**config.mk**
```make
export PLATFORM = sky130hd
export DESIGN_NAME = seven_seg_scan
export DESIGN_NICKNAME = d
export VERILOG_FILES = /design/src/rtl/seven_seg_pkg.sv /design/src/rtl/seven_seg_scan_bcd_to_seg.sv /design/src/rtl/seven_seg_scan.sv
export SDC_FILE = /design/constraint.sdc
export NUM_CORES = 1
export LEC_CHECK = 0
export ABC_CLOCK_PERIOD_IN_PS = 2880
export CORE_ASPECT_RATIO = 1.5
export CORE_MARGIN = 5
export CORE_UTILIZATION = 50
export CTS_CLUSTER_DIAMETER = 100
export DETAILED_ROUTE_END_ITERATION = 8
export GPL_TIMING_DRIVEN = 0
export PLACE_DENSITY = 0.81
export SLEW_MARGIN = 20
export SYNTH_ARGS = -nofsm -noshare
export SYNTH_HDL_FRONTEND = slang
export SYNTH_SLANG_ARGS = --single-unit
```
**constraint.sdc**
```tcl
create_clock -name clk -period 2.88 [get_ports clk]
set_input_delay 0.432 -clock clk [delete_from_list [all_inputs] [get_ports clk]]
set_output_delay 0.432 -clock clk [all_outputs]
set_load 0.02 [all_outputs]
```
**src/rtl/seven_seg_pkg.sv**
```systemverilog
// Shared types and constants for the three-digit seven-segment scanner.
package seven_seg_pkg;

   // Counter width covers the full legal SCAN_DIV range (up to 65535).
   localparam int unsigned CNT_W   = 16;
   localparam int unsigned DIGIT_W = 4;
   localparam int unsigned SEG_W   = 7;
   localparam int unsigned EN_W    = 3;

   // Scan order: hundreds, tens, ones, then back to hundreds.
   typedef enum logic [1:0] {
      S_HUND = 2'd0,
      S_TENS = 2'd1,
      S_ONES = 2'd2
   } state_e;

   // Three BCD digits travelling together from load to display.
   typedef struct packed {
      logic [DIGIT_W-1:0] hund;
      logic [DIGIT_W-1:0] tens;
      logic [DIGIT_W-1:0] ones;
   } bcd3_t;

   // Bit positions of each digit in digit_en_n.
   localparam logic [1:0] DIG_HUND = 2'd2;
   localparam logic [1:0] DIG_TENS = 2'd1;
   localparam logic [1:0] DIG_ONES = 2'd0;

   // Active-low segment patterns, bit order g..a.
   localparam logic [SEG_W-1:0] SEG_0    = 7'b1000000;
   localparam logic [SEG_W-1:0] SEG_1    = 7'b1111001;
   localparam logic [SEG_W-1:0] SEG_2    = 7'b0100100;
   localparam logic [SEG_W-1:0] SEG_3    = 7'b0110000;
   localparam logic [SEG_W-1:0] SEG_4    = 7'b0011001;
   localparam logic [SEG_W-1:0] SEG_5    = 7'b0010010;
   localparam logic [SEG_W-1:0] SEG_6    = 7'b0000010;
   localparam logic [SEG_W-1:0] SEG_7    = 7'b1111000;
   localparam logic [SEG_W-1:0] SEG_8    = 7'b0000000;
   localparam logic [SEG_W-1:0] SEG_9    = 7'b0010000;
   localparam logic [SEG_W-1:0] SEG_DASH = 7'b0111111;
   localparam logic [SEG_W-1:0] SEG_OFF  = 7'b1111111;

endpackage

```
**src/rtl/seven_seg_scan_bcd_to_seg.sv**
```systemverilog
// BCD digit to active-low seven-segment pattern; non-decimal codes show a dash.
module bcd_to_seg
   import seven_seg_pkg::*;
(
   input  logic [3:0] bcd_i,
   output logic [6:0] seg_c_o
);

   // Pure lookup, no state.
   always_comb begin
      seg_c_o = SEG_DASH;
      case (bcd_i)
         4'd0:    seg_c_o = SEG_0;
         4'd1:    seg_c_o = SEG_1;
         4'd2:    seg_c_o = SEG_2;
         4'd3:    seg_c_o = SEG_3;
         4'd4:    seg_c_o = SEG_4;
         4'd5:    seg_c_o = SEG_5;
         4'd6:    seg_c_o = SEG_6;
         4'd7:    seg_c_o = SEG_7;
         4'd8:    seg_c_o = SEG_8;
         4'd9:    seg_c_o = SEG_9;
         default: seg_c_o = SEG_DASH;
      endcase
   end

endmodule

```
**src/rtl/seven_seg_scan.sv**
```systemverilog
// Three-digit multiplexed seven-segment scanner with frame-synchronous update.
// Optional leading-zero blanking is enabled by defining SEVEN_SEG_LZB_EN.
module seven_seg_scan
   import seven_seg_pkg::*;
#(
   parameter int unsigned SCAN_DIV  = 12000,
   parameter int unsigned BLANK_CYC = 120
) (
   input  logic       clk,
   input  logic       rst,
   input  logic       load,
   input  logic [3:0] hundreds,
   input  logic [3:0] tens,
   input  logic [3:0] ones,
   output logic [7:0] seg_n,
   output logic [2:0] digit_en_n,
   output logic       frame_done
);

   localparam logic [CNT_W-1:0] SLOT_LAST = CNT_W'(SCAN_DIV - 1);
   localparam logic [CNT_W-1:0] BLANK_END = CNT_W'(BLANK_CYC);

   state_e              state_q;
   logic [CNT_W-1:0]    cnt_q;
   bcd3_t               disp_q, disp_d;
   bcd3_t               pend_q, pend_d;
   logic                pend_vld_q, pend_vld_d;
   logic [7:0]          seg_n_q;
   logic [EN_W-1:0]     en_n_q;
   logic                frame_done_q;

   logic                slot_end_c;
   logic                frame_end_c;
   bcd3_t               incoming_c;
   logic [DIGIT_W-1:0]  cur_digit_c;
   logic [SEG_W-1:0]    cur_seg_c;
   logic [EN_W-1:0]     en_n_c;
   logic                lzb_hund_c;
   logic                lzb_tens_c;

   assign slot_end_c  = (cnt_q == SLOT_LAST);
   assign frame_end_c = slot_end_c && (state_q == S_ONES);
   assign incoming_c  = {hundreds, tens, ones};

   // Select the displayed digit for the slot currently being scanned.
   always_comb begin
      cur_digit_c = '0;
      case (state_q)
         S_HUND:  cur_digit_c = disp_q.hund;
         S_TENS:  cur_digit_c = disp_q.tens;
         S_ONES:  cur_digit_c = disp_q.ones;
         default: cur_digit_c = '0;
      endcase
   end

   bcd_to_seg u_dec (
      .bcd_i   (cur_digit_c),
      .seg_c_o (cur_seg_c)
   );

   // Leading-zero suppression flags; the ones digit is never suppressed.
   always_comb begin
`ifdef SEVEN_SEG_LZB_EN
      lzb_hund_c = (disp_q.hund == 4'd0);
      lzb_tens_c = (disp_q.hund == 4'd0) && (disp_q.tens == 4'd0);
`else
      lzb_hund_c = 1'b0;
      lzb_tens_c = 1'b0;
`endif
   end

   // Digit enables: all off during the anti-ghost window, else the active slot only.
   always_comb begin
      en_n_c = '1;
      if (cnt_q >= BLANK_END) begin
         case (state_q)
            S_HUND:  en_n_c[DIG_HUND] = lzb_hund_c;
            S_TENS:  en_n_c[DIG_TENS] = lzb_tens_c;
            S_ONES:  en_n_c[DIG_ONES] = 1'b0;
            default: en_n_c = '1;
         endcase
      end
   end

   // Loads park in the pending register and only reach the display at a frame boundary.
   always_comb begin
      disp_d     = disp_q;
      pend_d     = pend_q;
      pend_vld_d = pend_vld_q;
      if (frame_end_c) begin
         if (load) begin
            disp_d = incoming_c;
         end else if (pend_vld_q) begin
            disp_d = pend_q;
         end
         pend_vld_d = 1'b0;
      end else if (load) begin
         pend_d     = incoming_c;
         pend_vld_d = 1'b1;
      end
   end

   // Scan FSM, slot counter and registered display outputs.
   always_ff @(posedge clk) begin
      if (rst) begin
         state_q      <= S_HUND;
         cnt_q        <= '0;
         seg_n_q      <= {1'b1, SEG_OFF};
         en_n_q       <= '1;
         frame_done_q <= 1'b0;
      end else begin
         if (slot_end_c) begin
            cnt_q <= '0;
            case (state_q)
               S_HUND:  state_q <= S_TENS;
               S_TENS:  state_q <= S_ONES;
               default: state_q <= S_HUND;
            endcase
         end else begin
            cnt_q <= cnt_q + CNT_W'(1);
         end
         seg_n_q      <= {1'b1, cur_seg_c};
         en_n_q       <= en_n_c;
         frame_done_q <= frame_end_c;
      end
   end

   // Display and pending digit storage.
   always_ff @(posedge clk) begin
      if (rst) begin
         disp_q     <= '0;
         pend_q     <= '0;
         pend_vld_q <= 1'b0;
      end else begin
         disp_q     <= disp_d;
         pend_q     <= pend_d;
         pend_vld_q <= pend_vld_d;
      end
   end

   assign seg_n      = seg_n_q;
   assign digit_en_n = en_n_q;
   assign frame_done = frame_done_q;

endmodule

```
==> metrics.cfg <==
[logic_synthesis]
postSynthCellCount = 287
synth-edff-count = 0
synth_fp_nets = 309
synth_top_area_cell = dfxtp_1
avgSynthCellArea_um2 = 8.90
ys_seq_elements = 54
synth_top_flop_cell = dfxtp_1
synth_async_sr_flop_share = 0
synthTopCellsByCount = dfxtp_1 (54), nand2_1 (33), nor2_1 (21), mux2i_1 (19), nor4_1 (17)
synth_top_area_frac = 0.423
synth_warnings = 0
syn_area_um2 = 2550
yosys.cell_count.top_type = dfxtp_1
ys_types = 40
synth_area_leaders = dfxtp_1 (42%), mux2i_1 (7.4%), mux2_2 (5.7%)
yosysSeqAreaShare = 0.423

[pwr]
power.switching_mw = 0.300
p_sw_frac = 0.217
p_total_mw = 1.38
ir_drop_v = 0.000288
cell_internal_pwr_mw = 1.08
seqPwrFrac = 0.562
combPwrFrac = 0.078
powerDensity_nw_per_um2 = 463
p_leak_nw = 1.02
pwr-share-clk = 0.361

[timing]
hold_ws_ps = 463
min_period_ps = 2500
setup_viol = 0
final.setup_skew_ps = 7.31
finalHoldViolCount = 0
relSlewSlack = 0.409
fin_tns_setup_ps = 0
max_freq_mhz = 401
worst_pin_slew_ps = 879
rsz0062_at_grt = false
finalCritPeriodShare = 0.866
slew_violations = 0

[detailed_routing]
ant_nets = 0
drtIter0Drc = 40
routed_wl_um = 5210
dr.pass1.iters = 4
remaining_drc_errors = 0
wire_per_inst_um = 13.5
vias = 2125
viasPerCell = 5.49

[clock_network]
clock_sinks = 54
cts-root-buf = clkbuf_8
cts.htree.levels = 2
clockBufferDepth = 2
cts_hold_buf = 0
worstSkewPairLatency_ps = 310
cts_tree = yes
cts-buffers-inserted = 5
postCtsSetupBuffers = 0
cts_resized = 0
path_clk_slew_ps = 90

[run]
drv_cap = 0

[floorplanning]
coreArea_um2 = 5040
dieArea_um2 = 6670
die_height_um = 97.5
initial_utilization = 0.506
die_width_um = 68.4
ios = 27
core.rowCount = 32

[global_routing]
track_usage = 0.169
grt_pass1_wl_um = 8940
overflow = 0
grt_pass1_vias = 2104
grt_max_degree = 16
antenna_found_initial = 0

[worst_setup_path]
regToRegStartpoint = cnt_q[12]
worst_r2r_path_depth = 5
worst-path-max-fanout = 10
path_class = flip-flop to flip-flop
required_ps = 3110
cp-end-kind = flip-flop
r2r_setup_slack_ps = 380
start_kind = flip-flop
crit_arrival_ps = 2730
r2r-end = disp_q[6]

[layout]
drive_above_1_share = 0.0815
syn_to_final_growth_pct = 16.9
final_nets = 340
n_antenna_cell = 0

[place]
port_buffers = 24
gp_congestion = 0.840
hpwl_um = 3810

[min_path]
min_from = pend_q[6]
holdPathStages = 2
whs_endpoint = pend_q[6]
min_path_type = flip-flop to flip-flop

[run_status]
status = finished clean

## state kept, by name (all words and copies together), names as in the netlist
name / flops
digit_en_n: 3
pend_vld_q: 1
cnt_q: 16
pend_q: 12
frame_done: 1
seg_n: 7
state_q: 2
disp_q: 12
## worst max path at each step
stage              start        end  slack, ps  cells after the start
2_1_floorplan  cnt_q[15]  pend_q[0]        670                      6
3_3_place_gp   cnt_q[12]  cnt_q[10]        420                      6
3_5_place_dp   cnt_q[12]  cnt_q[12]        420                      6
4_1_cts        cnt_q[12]  disp_q[6]        390                      5
5_1_grt        cnt_q[15]  disp_q[9]        150                      5
6_report       cnt_q[12]  disp_q[6]        380                      5
## critical path, cell delays in order, from the launching register on
cell and delay [ps]:
dfxtp_1 350, or4_4 540, nor4_1 770, clkbuf_1 420, a31oi_1 140, nor3_1 200
## cell families (layout without fill, tap and decap cells)
group	count (synthesis)	in the layout	share of synthesized area
other	1	1	0.00147
DFF	54	54	0.423
buffers and inverters	30	62	0.0519
muxes	32	32	0.132
and+or+nand+nor	114	114	0.222
adders and majority gates	7	7	0.0343
xor gates and xnor gates	12	12	0.0412
AOI/OAI and AO/OA	37	37	0.0936
## per-layer routing
layer  GRT usage  up-vias  wire (µm)
met2       0.294       38       2720
met3      0.0324       10        190
met4      0.0674        0        106
met5           0        -          0
met1       0.193     1004       2190
li1            -     1073          -
## cell type report
class                   instances  area [µm²]
multi-input cells             203        1340
clock inverters                 1        30.0
repair buffers                 24         240
clock buffers                   7        76.3
fillers                       446        2060
plain buffers                  19        91.3
well taps                      68        85.1
flip-flops and latches         54        1080
inverters                      11        41.3
## power by group through the flow
stage / clock network (mW) / registers [mW] / logic [mW]
CTS: 0.505 / 0.775 / 0.108
floorplan: 0 / 0.797 / 0.0594
global route: 0.532 / 0.778 / 0.118
finish: 0.498 / 0.775 / 0.107
global placement: 0 / 0.792 / 0.105
detailed placement: 0 / 0.793 / 0.107
## through the flow
stage | cell area (µm²) | setup slack (ps) | cells | util
finish | 2990 | 385 | 387 | 0.592
global route | 2990 | 151 | 387 | 0.592
CTS | 2990 | 387 | 387 | 0.592
detailed placement | 2880 | 419 | 379 | 0.571
global placement | 2880 | 420 | 379 | 0.571
floorplan | 2550 | 669 | 287 | -
## placed cells by master, fill, tap and decap left out, types with 7 or more instances in the layout
cell type	netlist	routed
nand3_1	9	9
mux2_2	13	13
nand2_1	33	33
clkbuf_1	15	17
dfxtp_1	54	54
clkdlybuf4s50_1	0	24
mux2i_1	19	19
o21ai_0	7	7
ha_1	7	7
a31oi_1	12	12
inv_1	11	11
nor3_1	14	14
xnor2_1	11	11
nor2_1	21	21
nor4_1	17	17
No activity file was read; power rests on OpenSTA's default activity.
